$ cat config.mk
export PLATFORM = sky130hd
export DESIGN_NAME = rr_mux_arbiter
export DESIGN_NICKNAME = d
export VERILOG_FILES = /design/src/rtl/rr_mux_arbiter_pkg.sv /design/src/rtl/mux_4x1.sv /design/src/rtl/rr_mux_arbiter.sv
export SDC_FILE = /design/constraint.sdc
export NUM_CORES = 1
export LEC_CHECK = 0
export CORE_MARGIN = 5
export CORE_UTILIZATION = 46
export CTS_CLUSTER_DIAMETER = 30
export DETAILED_ROUTE_END_ITERATION = 8
export PLACE_DENSITY = 0.83
export RECOVER_POWER = 25
export SKIP_LAST_GASP = 1
export SLEW_MARGIN = 30
export SYNTH_ARGS = -nofsm -noshare
export SYNTH_HDL_FRONTEND = slang
export SYNTH_SLANG_ARGS = --single-unit
$ cat constraint.sdc
create_clock -name clk -period 2 [get_ports clk]
set_input_delay 0.2 -clock clk [delete_from_list [all_inputs] [get_ports clk]]
set_output_delay 0.2 -clock clk [all_outputs]
set_load 0.01 [all_outputs]
$ cat src/rtl/rr_mux_arbiter_pkg.sv
// Shared definitions for the round-robin mux arbiter.
//   SRC_A..SRC_D  : source indices, which are also the 2-bit mux select codes
//   RR_RESET_LAST : pointer value after reset, so that source 0 is searched first
//   slot_state_e  : output slot state; StFull is exactly out_valid
package rr_mux_arbiter_pkg;

    localparam logic [1:0] SRC_A         = 2'd0;
    localparam logic [1:0] SRC_B         = 2'd1;
    localparam logic [1:0] SRC_C         = 2'd2;
    localparam logic [1:0] SRC_D         = 2'd3;
    localparam logic [1:0] RR_RESET_LAST = SRC_D;

    typedef enum logic {
        StEmpty = 1'b0,
        StFull  = 1'b1
    } slot_state_e;

endpackage

$ cat src/rtl/mux_4x1.sv
// Combinational 4:1 word multiplexer.
//   a, b, c, d : source words
//   s1, s0     : select, s1 is the MSB ({s1,s0} = source index)
//   y          : selected word
module mux_4x1
    import rr_mux_arbiter_pkg::*;
#(
    parameter int unsigned WIDTH = 4
) (
    input  logic [WIDTH-1:0] a,
    input  logic [WIDTH-1:0] b,
    input  logic [WIDTH-1:0] c,
    input  logic [WIDTH-1:0] d,
    input  logic             s1,
    input  logic             s0,
    output logic [WIDTH-1:0] y
);

    always_comb begin
        y = a;
        unique case ({s1, s0})
            SRC_A:   y = a;
            SRC_B:   y = b;
            SRC_C:   y = c;
            SRC_D:   y = d;
            default: y = a;
        endcase
    end

endmodule

$ cat src/rtl/rr_mux_arbiter.sv
// Round-robin arbiter plus single-entry capture slot in front of a 4:1 mux.
//   clk, rst            : rising-edge clock, asynchronous active-high reset
//   req[3:0]            : per-source request (0=a, 1=b, 2=c, 3=d)
//   a, b, c, d          : source words
//   gnt[3:0]            : one-hot pulse, high for the cycle after source i is captured
//   s1, s0              : select code of the word held in the slot
//   out_data, out_valid : captured word and its valid flag
//   out_ready           : downstream accepts the slot contents
module rr_mux_arbiter
    import rr_mux_arbiter_pkg::*;
#(
    parameter int unsigned WIDTH = 4
) (
    input  logic             clk,
    input  logic             rst,
    input  logic [3:0]       req,
    input  logic [WIDTH-1:0] a,
    input  logic [WIDTH-1:0] b,
    input  logic [WIDTH-1:0] c,
    input  logic [WIDTH-1:0] d,
    output logic [3:0]       gnt,
    output logic             s0,
    output logic             s1,
    output logic [WIDTH-1:0] out_data,
    output logic             out_valid,
    input  logic             out_ready
);

    // First requester after 'last' in rotating order; 'last' itself is searched last.
    function automatic logic [1:0] rr_pick(input logic [3:0] ereq, input logic [1:0] last);
        logic [1:0] idx;
        logic       found;
        rr_pick = last;
        found   = 1'b0;
        for (int k = 1; k <= 4; k++) begin
            idx = last + 2'(k);
            if (!found && ereq[idx]) begin
                rr_pick = idx;
                found   = 1'b1;
            end
        end
    endfunction

    slot_state_e      state_q, state_d;
    logic [WIDTH-1:0] data_q, data_d;
    logic [1:0]       sel_q, sel_d;
    logic [3:0]       gnt_q, gnt_d;
    logic [1:0]       last_q, last_d;

    logic [3:0]       ereq;
    logic             slot_free;
    logic             capture;
    logic [1:0]       nxt;
    logic [WIDTH-1:0] mux_y;

    always_comb begin
        // A source granted last edge is masked so it cannot be captured twice.
        ereq      = req & ~gnt_q;
        slot_free = (state_q == StEmpty) | out_ready;
        nxt       = rr_pick(ereq, last_q);
        capture   = slot_free & (|ereq);
    end

    mux_4x1 #(
        .WIDTH (WIDTH)
    ) u_mux (
        .a  (a),
        .b  (b),
        .c  (c),
        .d  (d),
        .s1 (nxt[1]),
        .s0 (nxt[0]),
        .y  (mux_y)
    );

    always_comb begin
        state_d = state_q;
        data_d  = data_q;
        sel_d   = sel_q;
        gnt_d   = 4'b0000;
        last_d  = last_q;
        unique case (state_q)
            StEmpty: begin
                if (capture) begin
                    state_d = StFull;
                end
            end
            StFull: begin
                if (out_ready && !capture) begin
                    state_d = StEmpty;
                end
            end
            default: state_d = StEmpty;
        endcase
        if (capture) begin
            data_d = mux_y;
            sel_d  = nxt;
            gnt_d  = 4'b0001 << nxt;
            last_d = nxt;
        end
    end

    always_ff @(posedge clk or posedge rst) begin
        if (rst) begin
            state_q <= StEmpty;
            data_q  <= '0;
            sel_q   <= 2'b00;
            gnt_q   <= 4'b0000;
            last_q  <= RR_RESET_LAST;
        end else begin
            state_q <= state_d;
            data_q  <= data_d;
            sel_q   <= sel_d;
            gnt_q   <= gnt_d;
            last_q  <= last_d;
        end
    end

    assign out_valid = (state_q == StFull);
    assign out_data  = data_q;
    assign s1        = sel_q[1];
    assign s0        = sel_q[0];
    assign gnt       = gnt_q;

endmodule
==> results by group, run 1 <==
Floorplanning
  – Row cnt: 17
  – DIE AREA: 0.00350 sq mm
  – Die Span X: 59.2 um
  – Initial Util: 0.494
  – Number of I/O pins: 34
  – Die height: 59.2 um
  – Core ar.: 0.00225 sq mm

Yosys
  – Most used DFF post-synth: dfrtp_1
  – #FFs+latches synth: 13
  – Sequential area share after synthesis: 0.294
  – Synthesized instance count: 118
  – Share of flip-flops with an asynchronous set or reset: 1.00
  – Mean post-synth cell area: 9.44 sq um
  – EDFF count, synth: 0
  – Syn nets: 141
  – Ys Warns: 0
  – Post-Syn Area: 0.00111 sq mm
  – Synth unique cells: 45

Timing
  – Fmax: 533 MHz
  – Hold Vio Cnt, Final: 0
  – Final worst path period need: 1.88 ns
  – Period utilisation layout: 0.938
  – Worst Max-Slew Pin Slew: 0.622 ns
  – Final setup violation count: 0
  – Max-slew violation count: 0
  – Setup Skew: 0.000766 ns
  – Slew Limit Headroom: 0.584

Detailed routing
  – Residual DRC count: 0
  – Vias: 1127
  – DR vias/cell: 5.81
  – Drt first pass iters: 4
  – DRT iter0 DRCs: 43
  – Total Wirelength: 3180 um
  – Routed wire per std cell: 16.4 um
  – Antenna viol nets, final: 0

Power and ir drop
  – Lkg Pwr: 0.665 nW
  – Final Power: 0.00214 W
  – Peak supply drop: 0.845 mV
  – PD cells: 1340 mW/mm^2

Layout
  – Layout cell share with drive strength beyond 1: 0.241
  – Final Cell Area: 0.00160 sq mm
  – Multi-input logic area: 714 sq um
  – Area Growth Syn to Fin: 43.3%
  – Final net count: 190
  – Util after Layout: 0.708
  – N_diodes: 0
  – Non-Filler Instances: 194
  – Reg area: 328 sq um
  – Fillers: 180

Clocking
  – Clock transition at the registers of the reported paths: 0.07 ns
  – CTS Hold Bufs: 0
  – Clk buf depth: 2
  – CTS tree: built
  – Clock root buffer: clkbuf_4
  – CTS H-tree lvls: 1
  – CTS Sinks: 13
  – CTS Buf Count: 3
  – Clock Latency Late Sink: 0.27 ns

Worst setup path
  – Critical Path End Type: flip-flop
  – Crit-path max FO: 8
  – Setup CP Type: flip-flop to flip-flop
  – Worst EP required: 2.15 ns
  – Crit path launch type: flip-flop
  – Worst EP arrival: 2.02 ns

GRT
  – Vias in the first global route: 1128
  – Total Routing Usage GR: 0.190
  – Largest net degree at the start of global routing: 14
  – Grt ovf: 0
  – First-pass GRT wire length: 5140 um
  – Initial antenna violation count: 0

Job
  – Max-Cap Viols: 0

Place
  – Port Buffers: 33
  – Routability congestion estimate: 0.836
  – Detailed Place HPWL: 2500 um
  – Cells after DPL: 186
  – DP Area: 0.00152 sq mm

Hold path
  – Hold Crit Class: input pin to asynchronous set/reset pin

Run status
  – Status: finished, final reports clean
[power by group]
group | switching [W] | internal, W
registers | 0.000117 | 0.000391
clock network | 0.0000809 | 0.0000773
logic | 0.000734 | 0.000744
[through the flow]
step                hold WS [ns]  setup TNS, ns  worst slack (ns)
floorplan                 0.0755              0             0.337
global placement           0.481        -0.0750           -0.0264
detailed placement         0.477         -0.562            -0.107
CTS                        0.253              0            0.0607
global route               0.412      -0.000117         -0.000117
finish                     0.375              0             0.125
[sequential cells by signal (all words and copies together), names as in the netlist]
register   flops
out_valid      1
out_data       4
sel_q          2
last_q         2
gnt            4
[final timing paths]
kind | start | to | slack (ns) | cells after the start
worst max-delay path | last_q[1] | out_data[3] | 0.12 | 5
worst min register to register | sel_q[1] | sel_q[1] | 0.51 | 1
worst max register to register | last_q[1] | out_data[3] | 0.12 | 5
worst min-delay path | rst | sel_q[0] | 0.37 | 2
max in group asynchronous | rst | last_q[0] | 1.28 | 2
min in group clk | sel_q[1] | sel_q[1] | 0.51 | 1
[cell type report]
class,instances,share of cell area
clock buffer,4,0.0165
multi-input combinational,91,0.448
timing repair buffer,51,0.292
inverter,7,0.0165
tap,28,0.0220
sequential,13,0.205
[kinds of logic after synthesis]
family / Yosys count / synth area share
AND/OR/NAND/NOR: 47 / 0.287
AO/OA/AOI/OAI: 40 / 0.303
multiplexers: 4 / 0.0360
buffers and inverters: 14 / 0.0798
flip-flops: 13 / 0.294
[synthesized netlist by cell type (all sizes together) (2+ instances only)]
cell    count  area, sq um
nand2       2         7.51
a21o        2         15.0
buf         7         62.6
nor3        2         10.0
mux2i       4         40.0
a221oi      4         47.6
o221ai      4         35.0
inv         7         26.3
nand3       2         10.0
a31oi       2         12.5
dfstp       2         52.6
nor2b       2         12.5
and4bb      3         41.3
nor2       15         56.3
nor4        6         52.6
o21ai       2         10.0
and2b       2         17.5
a21oi       8         43.8
nand2b      5         33.8
dfrtp      11          275
a211oi      9         67.6
and2        3         18.8
[cells in the final DEF, fill, tap and decap left out, types with 2 or more instances in the layout]
master           count
nor4_1               5
a31oi_1              2
a221oi_1             2
dfrtp_1             11
buf_4               18
a21oi_1              7
dfstp_2              2
o221ai_2             2
nand2b_1             4
inv_1                7
nor2b_1              2
nor2_1              15
and2_1               3
o21ai_0              2
nand3_1              2
a211oi_1             9
nand2_1              2
clkdlybuf4s50_1     32
a21o_1               2
a221oi_2             2
mux2i_1              4
o221ai_1             2
clkbuf_4             3
[routing by layer]
metal / global-route usage / vias to the layer above / routed length (um)
met3: 0.0414 / 5 / 232
met2: 0.314 / 48 / 1520
li1: - / 553 / -
met1: 0.247 / 521 / 1380
met4: 0.0583 / 0 / 54
met5: 0 / - / 0
[critical path: stages (launching register included)]
cell	delay, ns
dfstp_2	0.62
and4bb_2	0.26
nor4_4	0.37
a211oi_1	0.13
o221ai_1	0.26
a221oi_2	0.10
[repair_timing]
action                     CTS  global route
gates resized for setup      0             3
buffers inserted             2             2
cloned                       0             0
setup endpoints to repair    2             3
pin swaps                    0             2
Power figures use the tool's default switching activity.
==> run 2, diff against run 1 <==
- CORE_UTILIZATION: 46 -> 50
- PLACE_DENSITY: 0.83 -> 0.89
- SLEW_MARGIN: 30 -> 40
- clock period: 2 -> 2.2 ns (I/O delays scaled with it)
==> run 2 against run 1 <==
Core utilization is 2.0 points lower; non-clock buffer count fell by 12; total power decreased by 17%; clock power down 7%; cell area fell by 6.5%; global-route usage increased by 1.4 points; sequential share of layout area up 1.7 points; hold slack improved by 0.013 ns; die area down 6.7%; critical path depth is the same; cell count shrank 6.2%; routed wire length shrank 3.1%; largest power group unchanged.
==> results by group, run 2 (same netlist as run 1, synthesis figures left out) <==
Run status
  – Status: finished, final reports clean

Floorplanning
  – Row cnt: 17 (unchanged)
  – Core ar.: 0.00217 sq mm (-3.8%)
  – Initial Util: 0.513 (+0.0194)
  – Die Span X: 57.2 um (-3.4%)
  – Number of I/O pins: 34 (unchanged)
  – Die height: 57.2 um (-3.4%)
  – DIE AREA: 0.00327 sq mm (-6.7%)

Detailed routing
  – Total Wirelength: 3080 um (-3.1%)
  – Routed wire per std cell: 16.9 um (+3.2%)
  – Drt first pass iters: 4 (unchanged)
  – Antenna viol nets, final: 0 (unchanged)
  – DRT iter0 DRCs: 33 (-23%)
  – Residual DRC count: 0 (unchanged)
  – Vias: 1126 (-0.089%)
  – DR vias/cell: 6.19 (+6.5%)

Power and ir drop
  – Lkg Pwr: 0.604 nW (-9.1%)
  – PD cells: 1200 mW/mm^2 (-11%)
  – Peak supply drop: 0.823 mV (-2.6%)

Clocking
  – CTS Buf Count: 3 (unchanged)
  – CTS Sinks: 13 (unchanged)
  – CTS tree: built
  – Post-CTS setup buffer count: 0 (-2)
  – CTS H-tree lvls: 1 (unchanged)
  – Clock Latency Late Sink: 0.27 ns (about the same)
  – Clock root buffer: clkbuf_4
  – Clock transition at the registers of the reported paths: 0.08 ns (about the same)
  – Clk buf depth: 2 (unchanged)
  – CTS Hold Bufs: 0 (unchanged)

Timing
  – Max-slew violation count: 0 (unchanged)
  – Slew Limit Headroom: 0.529 (-0.0548)
  – Worst Max-Slew Pin Slew: 0.704 ns (+0.0820 ns)
  – Fmax: 495 MHz (-7.1%)
  – Period utilisation layout: 0.918 (-0.0198)
  – Hold Vio Cnt, Final: 0 (unchanged)
  – Setup Skew: 0.00610 ns (+0.00534 ns)
  – RSZ-0062 raised after global routing: no
  – Final setup violation count: 0 (unchanged)
  – Final worst path period need: 2.02 ns (+0.144 ns)

GRT
  – Vias in the first global route: 1203 (+6.6%)
  – Grt ovf: 0 (unchanged)
  – Largest net degree at the start of global routing: 22 (+8)
  – Initial antenna violation count: 0 (unchanged)
  – Busiest layer in global routing: met2
  – Total Routing Usage GR: 0.204 (+0.0136)
  – Met3 Use GR: 0.0339 (-0.00746)
  – Met1 Use GR: 0.252 (+0.00574)
  – GRT met2 Usage: 0.351 (+0.0372)
  – First-pass GRT wire length: 5320 um (+3.5%)

Worst setup path
  – Crit-path max FO: 21 (+13)
  – Crit path launch type: flip-flop
  – Worst EP required: 2.35 ns (+0.20 ns)
  – Worst path max stage delay: 0.75 ns (+0.13 ns)
  – Setup CP Type: flip-flop to flip-flop
  – FF-to-FF path depth: 5 (unchanged)
  – Reg2reg end: out_data[2]
  – Slowest cell on crit path: dfstp_4
  – R2R setup slack: 0.18 ns (+0.06 ns)
  – Worst EP arrival: 2.17 ns (+0.15 ns)
  – Crit-path cells: and4bb_2 -> nor4_4 -> a211oi_1 -> o221ai_1 -> a221oi_2
  – Reg-to-reg startpoint: last_q[1]
  – Critical Path End Type: flip-flop

Layout
  – Layout cell share with drive strength beyond 1: 0.162 (-0.0786)
  – Reg area: 332 sq um (+1.1%)
  – Util after Layout: 0.687 (-0.0201)
  – Commonest non-fill, non-tap cell in the layout: clkdlybuf4s50_1
  – Fillers: 188 (+4.4%)
  – Most frequent cells in the layout: clkdlybuf4s50_1, nor2_1, dfrtp_1
  – Area Growth Syn to Fin: 33.9%
  – Final Cell Area: 0.00149 sq mm (-6.5%)
  – Multi-input logic area: 697 sq um (-2.5%)
  – Final net count: 178 (-6.3%)
  – N_diodes: 0 (unchanged)

Hold path
  – Hold Crit Class: input pin to asynchronous set/reset pin

Place
  – Detailed Place HPWL: 2430 um (-2.9%)
  – Port Buffers: 33 (unchanged)
  – Routability congestion estimate: 0.841 (+0.51%)
  – DP Area: 0.00146 sq mm (-3.9%)

Job
  – Max-Cap Viols: 0 (unchanged)
run 2: changes by cell type in the layout (fill, tap and decap cells not counted):
cell	previous run	this run
nor3_2	1	0
o221ai_2	2	0
buf_4	18	6
nor3_1	1	2
o221ai_1	2	4
dfstp_2	2	1
dfstp_4	0	1
run 2: cell type report:
type,instances,area share
well taps,28,0.0235
flip-flops and latches,13,0.222
repair buffers,39,0.252
inverters,7,0.0176
clock buffers,4,0.0176
multi-input cells,91,0.467
run 2: worst max path at each step:
| stage | startpoint | to | slack, ns |
|---|---|---|---|
| after floorplan | last_q[1] | out_data[0] | 0.54 |
| after global placement | req[1] | out_data[1] | 0.11 |
| after detailed placement | req[1] | out_data[2] | -0.04 |
| final | last_q[1] | out_data[2] | 0.18 |
| after CTS | last_q[1] | out_data[2] | 0.15 |
| after global routing | last_q[1] | out_data[0] | 0.03 |
run 2: critical path: cells and delay by family, from the launching register on:
kind             cells  cell delay (ns)
AO/OA/AOI/OAI        3             0.53
flip-flops           1             0.75
AND/OR/NAND/NOR      2             0.62
run 2: stage by stage:
stage,hold slack [ns],setup slack (ns),setup TNS (ns),cells,power [W]
2_1_floorplan,0.0955,0.537,0,118,0.00127
3_3_place_gp,0.469,0.113,0,178,0.00158
3_5_place_dp,0.478,-0.0388,-0.0534,178,0.00162
4_1_cts,0.271,0.148,0,182,0.00178
5_1_grt,0.422,0.0306,0,182,0.00193
6_report,0.388,0.181,0,182,0.00179
run 2: repair_timing:
| item | in CTS | in global routing |
|---|---|---|
| hold endpoints to repair | 0 | 0 |
| endpoints found under the setup margin | 0 | 1 |
| gates resized for setup | 0 | 1 |
run 2: routing by layer:
layer	routed length, um	up-vias
li1	-	528
met1	1280	540
met2	1570	48
met3	177	10
met4	60	0
met5	0	-
run 2: where the power goes:
part | total (W) | switching, W | internal (W)
registers | 0.000512 | 0.000149 | 0.000363
logic | 0.00113 | 0.000569 | 0.000561
clock network | 0.000147 | 0.0000764 | 0.0000701
==> run 3, diff against run 2 <==
- CAP_MARGIN: default -> 20
- SKIP_CTS_REPAIR_TIMING: default -> 1
==> results of run 3 <==
No change in the layout: final DEF, timing and power equal those of run 2.
